## src/rtl/alu_pkg.sv

```systemverilog
// Shared definitions for the ALU execution unit: one-hot op codes, FSM states, flag bit positions.
// Optional flag generation is controlled by the ALU_FLAGS_EN macro in the files that import this package.
package alu_pkg;

  localparam logic [6:0] OP_ADD = 7'h01;
  localparam logic [6:0] OP_SUB = 7'h02;
  localparam logic [6:0] OP_AND = 7'h04;
  localparam logic [6:0] OP_OR  = 7'h08;
  localparam logic [6:0] OP_NOT = 7'h10;
  localparam logic [6:0] OP_SHR = 7'h20;
  localparam logic [6:0] OP_SHL = 7'h40;

  localparam int FLAG_C = 2;
  localparam int FLAG_N = 1;
  localparam int FLAG_Z = 0;

  typedef enum logic [1:0] {
    ST_IDLE  = 2'd0,
    ST_SHIFT = 2'd1,
    ST_DONE  = 2'd2
  } state_t;

  // Exactly one bit set; zero and multi-bit fields are illegal ops.
  function automatic logic is_onehot7(input logic [6:0] op);
    return (op != 7'd0) && ((op & (op - 7'd1)) == 7'd0);
  endfunction

endpackage

```

## src/rtl/alu_if.sv

```systemverilog
// Request/response bundle between a requester (master) and the ALU execution unit (slave).
// Handshake: a request transfers on a clk edge where in_valid && in_ready; a result transfers on an edge where out_valid && out_ready.
interface alu_if #(parameter int WIDTH = 16);

  logic             in_valid;
  logic             in_ready;
  logic [7:0]       ctrl;
  logic [WIDTH-1:0] op_a;
  logic [WIDTH-1:0] op_b;
  logic             out_valid;
  logic             out_ready;
  logic [WIDTH-1:0] result;
  logic [2:0]       flags;
  logic             illegal;

  modport master (
    output in_valid, ctrl, op_a, op_b, out_ready,
    input  in_ready, out_valid, result, flags, illegal
  );

  modport slave (
    input  in_valid, ctrl, op_a, op_b, out_ready,
    output in_ready, out_valid, result, flags, illegal
  );

endinterface

```

## src/rtl/alu_logic_core.sv

```systemverilog
// Single-cycle combinational ADD/SUB/AND/OR/NOT datapath; shifts and unknown ops yield zero.
// The carry output exists only when ALU_FLAGS_EN is defined.
module alu_logic_core
  import alu_pkg::*;
#(
    parameter int WIDTH = 16
) (
    input  logic [6:0]       op,
    input  logic [WIDTH-1:0] a,
    input  logic [WIDTH-1:0] b,
`ifdef ALU_FLAGS_EN
    output logic             carry,
`endif
    output logic [WIDTH-1:0] res
);

`ifdef ALU_FLAGS_EN
    logic [WIDTH:0] sum;
`endif

    always_comb begin
        res = '0;
`ifdef ALU_FLAGS_EN
        sum   = '0;
        carry = 1'b0;
`endif
        case (op)
            OP_ADD: begin
`ifdef ALU_FLAGS_EN
                sum   = {1'b0, a} + {1'b0, b};
                res   = sum[WIDTH-1:0];
                carry = sum[WIDTH];
`else
                res = a + b;
`endif
            end
            OP_SUB: begin
                // Carry out of a + ~b + 1 is 1 when no borrow occurs.
`ifdef ALU_FLAGS_EN
                sum   = {1'b0, a} + {1'b0, ~b} + (WIDTH + 1)'(1);
                res   = sum[WIDTH-1:0];
                carry = sum[WIDTH];
`else
                res = a - b;
`endif
            end
            OP_AND:  res = a & b;
            OP_OR:   res = a | b;
            OP_NOT:  res = ~a;
            default: res = '0;
        endcase
    end

endmodule

```

## src/rtl/alu_exec_unit.sv

```systemverilog
// ALU execution unit: IDLE/SHIFT/DONE FSM, serial 1-bit-per-cycle shifter and registered result/flags/illegal.
// Define ALU_FLAGS_EN to build the {C,N,Z} flag registers; otherwise flags read as constant 0.
module alu_exec_unit
  import alu_pkg::*;
#(
    parameter int WIDTH = 16
) (
    input  logic   clk,
    input  logic   rst_n,
    alu_if.slave   bus,
    output state_t dbg_state
);

    state_t           state;
    logic [WIDTH-1:0] result_q;
    logic             illegal_q;
    logic             out_valid_q;
    logic             in_ready_q;
    logic [3:0]       cnt;
    logic             shift_left;

    logic [6:0]       op;
    logic [3:0]       amt;
    logic             accept;
    logic             legal;
    logic             is_shift;
    logic [WIDTH-1:0] core_res;
    logic [WIDTH-1:0] shifted;

    assign op       = bus.ctrl[6:0];
    assign amt      = bus.op_b[3:0];
    // A disabled request (ctrl[7]=0) is consumed as a NOP and never leaves IDLE.
    assign accept   = in_ready_q && bus.in_valid && bus.ctrl[7];
    assign legal    = is_onehot7(op);
    assign is_shift = (op == OP_SHR) || (op == OP_SHL);
    assign shifted  = shift_left ? (result_q << 1) : (result_q >> 1);

`ifdef ALU_FLAGS_EN
    logic core_c;
    logic shift_out;
    logic [2:0] flags_q;

    assign shift_out = shift_left ? result_q[WIDTH-1] : result_q[0];

    function automatic logic [2:0] mk_flags(input logic c, input logic [WIDTH-1:0] r);
        logic [2:0] f;
        f         = '0;
        f[FLAG_C] = c;
        f[FLAG_N] = r[WIDTH-1];
        f[FLAG_Z] = (r == '0);
        return f;
    endfunction
`endif

    alu_logic_core #(.WIDTH(WIDTH)) u_core (
        .op    (op),
        .a     (bus.op_a),
        .b     (bus.op_b),
`ifdef ALU_FLAGS_EN
        .carry (core_c),
`endif
        .res   (core_res)
    );

    always_ff @(posedge clk or negedge rst_n) begin
        if (!rst_n) begin
            state       <= ST_IDLE;
            result_q    <= '0;
            illegal_q   <= 1'b0;
            out_valid_q <= 1'b0;
            in_ready_q  <= 1'b1;
            cnt         <= 4'd0;
            shift_left  <= 1'b0;
        end else begin
            case (state)
                ST_IDLE: begin
                    if (accept) begin
                        in_ready_q <= 1'b0;
                        if (!legal) begin
                            result_q    <= '0;
                            illegal_q   <= 1'b1;
                            out_valid_q <= 1'b1;
                            state       <= ST_DONE;
                        end else if (is_shift) begin
                            result_q   <= bus.op_a;
                            illegal_q  <= 1'b0;
                            cnt        <= amt;
                            shift_left <= (op == OP_SHL);
                            if (amt == 4'd0) begin
                                out_valid_q <= 1'b1;
                                state       <= ST_DONE;
                            end else begin
                                state <= ST_SHIFT;
                            end
                        end else begin
                            result_q    <= core_res;
                            illegal_q   <= 1'b0;
                            out_valid_q <= 1'b1;
                            state       <= ST_DONE;
                        end
                    end
                end
                ST_SHIFT: begin
                    result_q <= shifted;
                    cnt      <= cnt - 4'd1;
                    if (cnt == 4'd1) begin
                        out_valid_q <= 1'b1;
                        state       <= ST_DONE;
                    end
                end
                ST_DONE: begin
                    // in_ready returns only after this edge, giving the one-cycle bubble.
                    if (bus.out_ready) begin
                        out_valid_q <= 1'b0;
                        in_ready_q  <= 1'b1;
                        state       <= ST_IDLE;
                    end
                end
                default: begin
                    out_valid_q <= 1'b0;
                    in_ready_q  <= 1'b1;
                    state       <= ST_IDLE;
                end
            endcase
        end
    end

`ifdef ALU_FLAGS_EN
    // Illegal ops leave flags untouched; shifts update on the final shift edge.
    always_ff @(posedge clk or negedge rst_n) begin
        if (!rst_n) begin
            flags_q <= '0;
        end else if (state == ST_IDLE && accept && legal) begin
            if (!is_shift) begin
                flags_q <= mk_flags(core_c, core_res);
            end else if (amt == 4'd0) begin
                flags_q <= mk_flags(1'b0, bus.op_a);
            end
        end else if (state == ST_SHIFT && cnt == 4'd1) begin
            flags_q <= mk_flags(shift_out, shifted);
        end
    end

    assign bus.flags = flags_q;
`else
    assign bus.flags = 3'b000;
`endif

    assign bus.in_ready  = in_ready_q;
    assign bus.out_valid = out_valid_q;
    assign bus.result    = result_q;
    assign bus.illegal   = illegal_q;
    assign dbg_state     = state;

endmodule

```

## src/flat_wrapper.sv

```systemverilog
// flat-port wrapper written by rule: the top's interface ports become plain ports
module alu_exec_unit_flat import alu_pkg::*;
#(
    parameter int WIDTH = 16
)
  (clk, rst_n, dbg_state, bus_in_valid, bus_ctrl, bus_op_a, bus_op_b, bus_out_ready, bus_in_ready, bus_out_valid, bus_result, bus_flags, bus_illegal);
  alu_if #(.WIDTH(WIDTH)) bus_i ();
  input  logic clk;
  input  logic rst_n;
  output state_t dbg_state;
  input wire logic [$bits(bus_i.in_valid)-1:0] bus_in_valid;
  input wire logic [$bits(bus_i.ctrl)-1:0] bus_ctrl;
  input wire logic [$bits(bus_i.op_a)-1:0] bus_op_a;
  input wire logic [$bits(bus_i.op_b)-1:0] bus_op_b;
  input wire logic [$bits(bus_i.out_ready)-1:0] bus_out_ready;
  output wire logic [$bits(bus_i.in_ready)-1:0] bus_in_ready;
  output wire logic [$bits(bus_i.out_valid)-1:0] bus_out_valid;
  output wire logic [$bits(bus_i.result)-1:0] bus_result;
  output wire logic [$bits(bus_i.flags)-1:0] bus_flags;
  output wire logic [$bits(bus_i.illegal)-1:0] bus_illegal;
  assign bus_i.in_valid = bus_in_valid;
  assign bus_i.ctrl = bus_ctrl;
  assign bus_i.op_a = bus_op_a;
  assign bus_i.op_b = bus_op_b;
  assign bus_i.out_ready = bus_out_ready;
  assign bus_in_ready = bus_i.in_ready;
  assign bus_out_valid = bus_i.out_valid;
  assign bus_result = bus_i.result;
  assign bus_flags = bus_i.flags;
  assign bus_illegal = bus_i.illegal;
  alu_exec_unit #(.WIDTH(WIDTH)) u_core (.clk(clk), .rst_n(rst_n), .bus(bus_i), .dbg_state(dbg_state));
endmodule
```

## config.mk

```make
export PLATFORM = sky130hd
export DESIGN_NAME = alu_exec_unit_flat
export DESIGN_NICKNAME = d
export VERILOG_FILES = /design/src/rtl/alu_pkg.sv /design/src/rtl/alu_if.sv /design/src/rtl/alu_logic_core.sv /design/src/rtl/alu_exec_unit.sv /design/src/flat_wrapper.sv
export SDC_FILE = /design/constraint.sdc
export NUM_CORES = 1
export LEC_CHECK = 0
export BUFFER_PORTS_ARGS = -buffer_cell sky130_fd_sc_hd__buf_2
export CAP_MARGIN = 20
export CORE_MARGIN = 4
export CORE_UTILIZATION = 45
export CTS_BUF_LIST = sky130_fd_sc_hd__clkbuf_4
export DETAILED_ROUTE_END_ITERATION = 6
export PLACE_DENSITY = 0.73
export SETUP_SLACK_MARGIN = 0.05
export SYNTH_ARGS = -nofsm -noshare
export SYNTH_HDL_FRONTEND = slang
export SYNTH_HIERARCHICAL = 1
export SYNTH_SLANG_ARGS = --single-unit
```

## constraint.sdc

```tcl
create_clock -name clk -period 1.91 [get_ports clk]
set_input_delay 0.2865 -clock clk [delete_from_list [all_inputs] [get_ports clk]]
set_output_delay 0.2865 -clock clk [all_outputs]
set_load 0.02 [all_outputs]
```

==> results.txt <==
The worst-margin pin slew is 0.592 ns. In this run, CTS created clock tree buffers numbering 3. The largest family of logic cells by synthesized area was compound AO/OA/AOI/OAI gates.

Setup repair after global routing could not meet its margin everywhere. The post-synthesis simple-gate area fraction came out at 0.175. Routability-driven placement finished with a final weighted congestion of 0.934.

Initial antenna violation count: 0. After legalization and detailed placement, the total HPWL measured 8.92 mm. The unique cell type count in the Yosys netlist is 60.

The fill cell total of the finished layout is 599. The tools report the cell area after layout as 4840 sq um. The checks that failed: negative setup slack. Counting instances, the worst hold path has a depth of 3. The area fraction in compound gates after synthesis was 0.301. The fraction of synthesis flops using an asynchronous set or reset pin is 1.00. In this run, synthesis produced a sequential element count of 26. In the routed layout, each cell is associated on average with a via count of 5.93.

The tools report the count of maximum capacitance violations as 0. The tools report the startpoint of the most critical hold path as bus_out_ready. The cell row count is 31. The number of top-level design ports was 68; the final wirelength was 11.7 mm.

The detailed-route via count came out at 4058. For hold timing, the worst endpoint is u_core/dbg_state[0]. By instance count, the cell type seen most on the critical path is sky130_fd_sc_hd__buf_6.

The sequential element share of the synthesized area is 0.197, and the met2 usage in global routing is 0.443. After technology mapping, the gate count stands at 413. The number of global-route vias before repair was 3847; the switching fraction of total power was 0.357. Core footprint: 7210 sq um.

In the final routed layout, each cell accounts on average for 17.1 um. The run gives 0.339 as the share of power burned in registers. For the core occupancy in the finished layout, the log shows 0.672. Hold is met by 0.282 ns. The overall global routing resource usage is 0.258. The mean post-synth cell area came out at 8.02 sq um. For the worst setup path, the data required time is 2.12 ns. TritonCTS built the clock tree.

Number of hold violations in the final report: 0. For this run, the post-layout net count is 651. The multiplexer share of the synthesized area was 0.103; the clock skew was 0.0193 ns. The worst min-delay path class is in -> reg.

The number of cells on the worst reg-to-reg path came out at 5. Entering global routing, the biggest net connects 27 pins. The highest net fanout along the worst path is 3.

The worst-case vdd ir drop was 0.000185 V. The first TritonRoute pass finished after 5 iterations. The remaining number of nets flagged by the antenna check after routing was 0.

The flow ran to the end, but the final reports show violations. For this design the static power due to leakage is 2.37 nW. Share of cells above drive strength 1: 0.407. The synthesized design contains 0 enable-type register cells. The normalized max-slew margin came out at 0.605. The slowest stage of the critical path belongs to the cell sky130_fd_sc_hd__or4_4.

The run gives 0.33 ns as the clock latency reported for the late side of the worst-skew pair. For this design the total switching power over the nets is 0.580 mW. For this design the ratio of total power to cell area is 335 nW/um^2.

The arrival time of data at the critical path endpoint came out at 3.44 ns. The number of antenna diodes in the final layout is 0. The first global-routing pass estimated 18.5 mm of wire. The tools report the met1 usage in global routing as 0.341. Port buffering added 64 buffers.

The origin of the critical flop-to-flop path is u_core/bus.in_ready. The area share of xor/xnor cells in the synthesized design is 0.0819. The share of power burned in combinational logic came out at 0.499.

The vertical die dimension was 93.8 um. Most heavily used metal layer in global routing: met2. Layout-stage area growth over the synthesis result: 46.2%. Traced cell by cell, the critical path runs through buf_6, or4_4, buf_6, nor3_4, buf_6, nor2_2, xnor2_1, ha_1, o211ai_1, a21oi_2, o41a_1, o21ai_2, xor2_1, o21ai_1, mux2i_1, o31ai_1. The met3 track demand over resource in global routing is 0.0256, and the highest attainable clock frequency is 309 MHz. Setup slack on the worst reg-to-reg path comes out at 0.19 ns. During synthesis, Yosys emitted a total of 6 warnings.

The total global routing overflow was 0; the starting utilization of the core area was 0.459. After detailed routing, the number of remaining DRC violations is 0. After clock tree synthesis, the clock-pin slew on the worst setup and hold paths is 0.15 ns.

Setup violations remaining at the end of the flow were counted as 16. Mapped cell area: 3310 sq um. The horizontal die dimension was 93.8 um; the maximum root-to-sink buffer count was 2.

The detailed router finished its first iteration with 287 violations. For the setup slack after layout, the log shows -1.32 ns. The tools report the startpoint type of the worst setup path as an input port. The worst flop-to-flop path endpoint was u_core/bus.result[15].

The library cell used most frequently in the layout, excluding fill and tap cells, is sky130_fd_sc_hd__buf_4. The internal portion of the total power is 1.04 mW. The tree is rooted in a sky130_fd_sc_hd__clkbuf_4. The share of the clock period used by the worst path after layout came out at 1.69.

The adder-cell share of the synthesized area is 0.0846, and the instance area after placement is 4490 sq um. The run gives 1 as the number of H-tree levels. The tools report the floorplan die area as 8800 sq um. The library cells used most frequently in the layout, excluding fill and tap cells, are sky130_fd_sc_hd__buf_4, sky130_fd_sc_hd__buf_2, sky130_fd_sc_hd__nor2_1.

The dominant synthesized flop cell was sky130_fd_sc_hd__dfrtp_1. The worst setup path is of the in -> reg kind. The sink count of the clock tree came out at 26. STA classifies the critical path endpoint as a flip-flop.

The biggest cell delay along the critical path is 0.53 ns, and the clock network fraction of total power is 0.162. The final max-slew violation count is 0, and the time the final worst path needs with I/O delays and setup is 3.23 ns.
==> cell usage after synthesis, drive strengths merged (9+ instances only) <==
| cell | number | area, sq um |
|---|---|---|
| o21ai | 22 | 114 |
| dfrtp | 25 | 626 |
| a21o | 14 | 105 |
| ha | 20 | 250 |
| inv | 11 | 41.3 |
| nor3 | 14 | 75.1 |
| o22ai | 9 | 56.3 |
| a21oi | 38 | 190 |
| clkbuf | 14 | 52.6 |
| nand2 | 20 | 75.1 |
| buf | 11 | 95.1 |
| xor2 | 15 | 131 |
| xnor2 | 16 | 140 |
| mux2i | 34 | 340 |
| o31ai | 20 | 150 |
| nor2 | 46 | 173 |
==> sequential cells by signal, summed over array words and instances, names as in the netlist <==
name                  cells
u_core/bus.out_valid      1
u_core/bus.in_ready       1
u_core/bus.result        16
u_core/dbg_state          2
u_core/cnt                4
u_core/shift_left         1
u_core/bus.illegal        1
==> metrics by stage <==
step / worst slack, ns / power, mW / instances / TNS, ns
after CTS: -1.19 / 1.57 / 679 / -13.82
final: -1.32 / 1.62 / 684 / -15.15
after detailed placement: -1.63 / 1.26 / 662 / -22.33
after global routing: -1.41 / 1.71 / 684 / -16.57
after floorplan: -1.21 / 0.913 / 415 / -14.48
after global placement: -1.56 / 1.24 / 662 / -21.15
==> final cells by class <==
cell class / count / area (sq um) / area share
Multi-Input combinational cell: 353 / 2660 / 0.548
Timing Repair Buffer: 191 / 1340 / 0.277
Sequential cell: 26 / 652 / 0.135
Tap cell: 99 / 124 / 0.0256
Inverter: 11 / 41.3 / 0.00852
Clock buffer: 4 / 30.0 / 0.00620
==> critical path, delay by kind of cell <==
family / cells / cell delay [ns]
multiplexers: 1 / 0.28
AND/OR/NAND/NOR: 3 / 0.78
XOR/XNOR: 2 / 0.29
AO/OA/AOI/OAI: 6 / 1.09
buffers and inverters: 3 / 0.37
adder cells (fa/ha/maj): 1 / 0.33
==> cells by family (layout without fill, tap and decap cells) <==
logic type               after synthesis  count (layout)
AO/OA/AOI/OAI                        145             145
flip-flops                            26              26
multiplexers                          34              34
XOR/XNOR                              31              31
buffers and inverters                 36             206
adder cells (fa/ha/maj)               22              22
other                                  1               3
AND/OR/NAND/NOR                      118             118
==> per-layer routing <==
layer | wire length [um] | up-vias
met5 | 0 | -
met1 | 4780 | 1892
met2 | 5550 | 221
li1 | - | 1902
met4 | 385 | 0
met3 | 974 | 43
==> power by group through the flow <==
stage / sequential (mW) / combinational (mW) / clock [mW]
floorplan: 0.561 / 0.352 / 0
global placement: 0.561 / 0.678 / 0
detailed placement: 0.561 / 0.698 / 0
CTS: 0.551 / 0.750 / 0.266
global route: 0.551 / 0.869 / 0.290
finish: 0.551 / 0.812 / 0.263
==> how the worst max path moves through the flow <==
stage,to,startpoint,slack (ns)
after floorplan,u_core/bus.result[14],bus_ctrl[2],-1.21
after global placement,u_core/bus.result[11],bus_ctrl[2],-1.56
after detailed placement,u_core/bus.result[11],bus_ctrl[2],-1.63
after CTS,u_core/bus.result[14],bus_ctrl[2],-1.19
after global routing,u_core/bus.result[15],bus_ctrl[2],-1.41
final,u_core/bus.result[11],bus_ctrl[2],-1.32
==> repair_timing <==
item                                    in CTS  in global routing
hold buffers                                 1                  0
resized for setup                           31                 12
endpoints found under the hold margin       25                  0
pin swaps                                   26                 16
endpoints found under the setup margin      16                 20
buffers inserted                            12                  5
No activity file was read; power rests on OpenSTA's default activity.
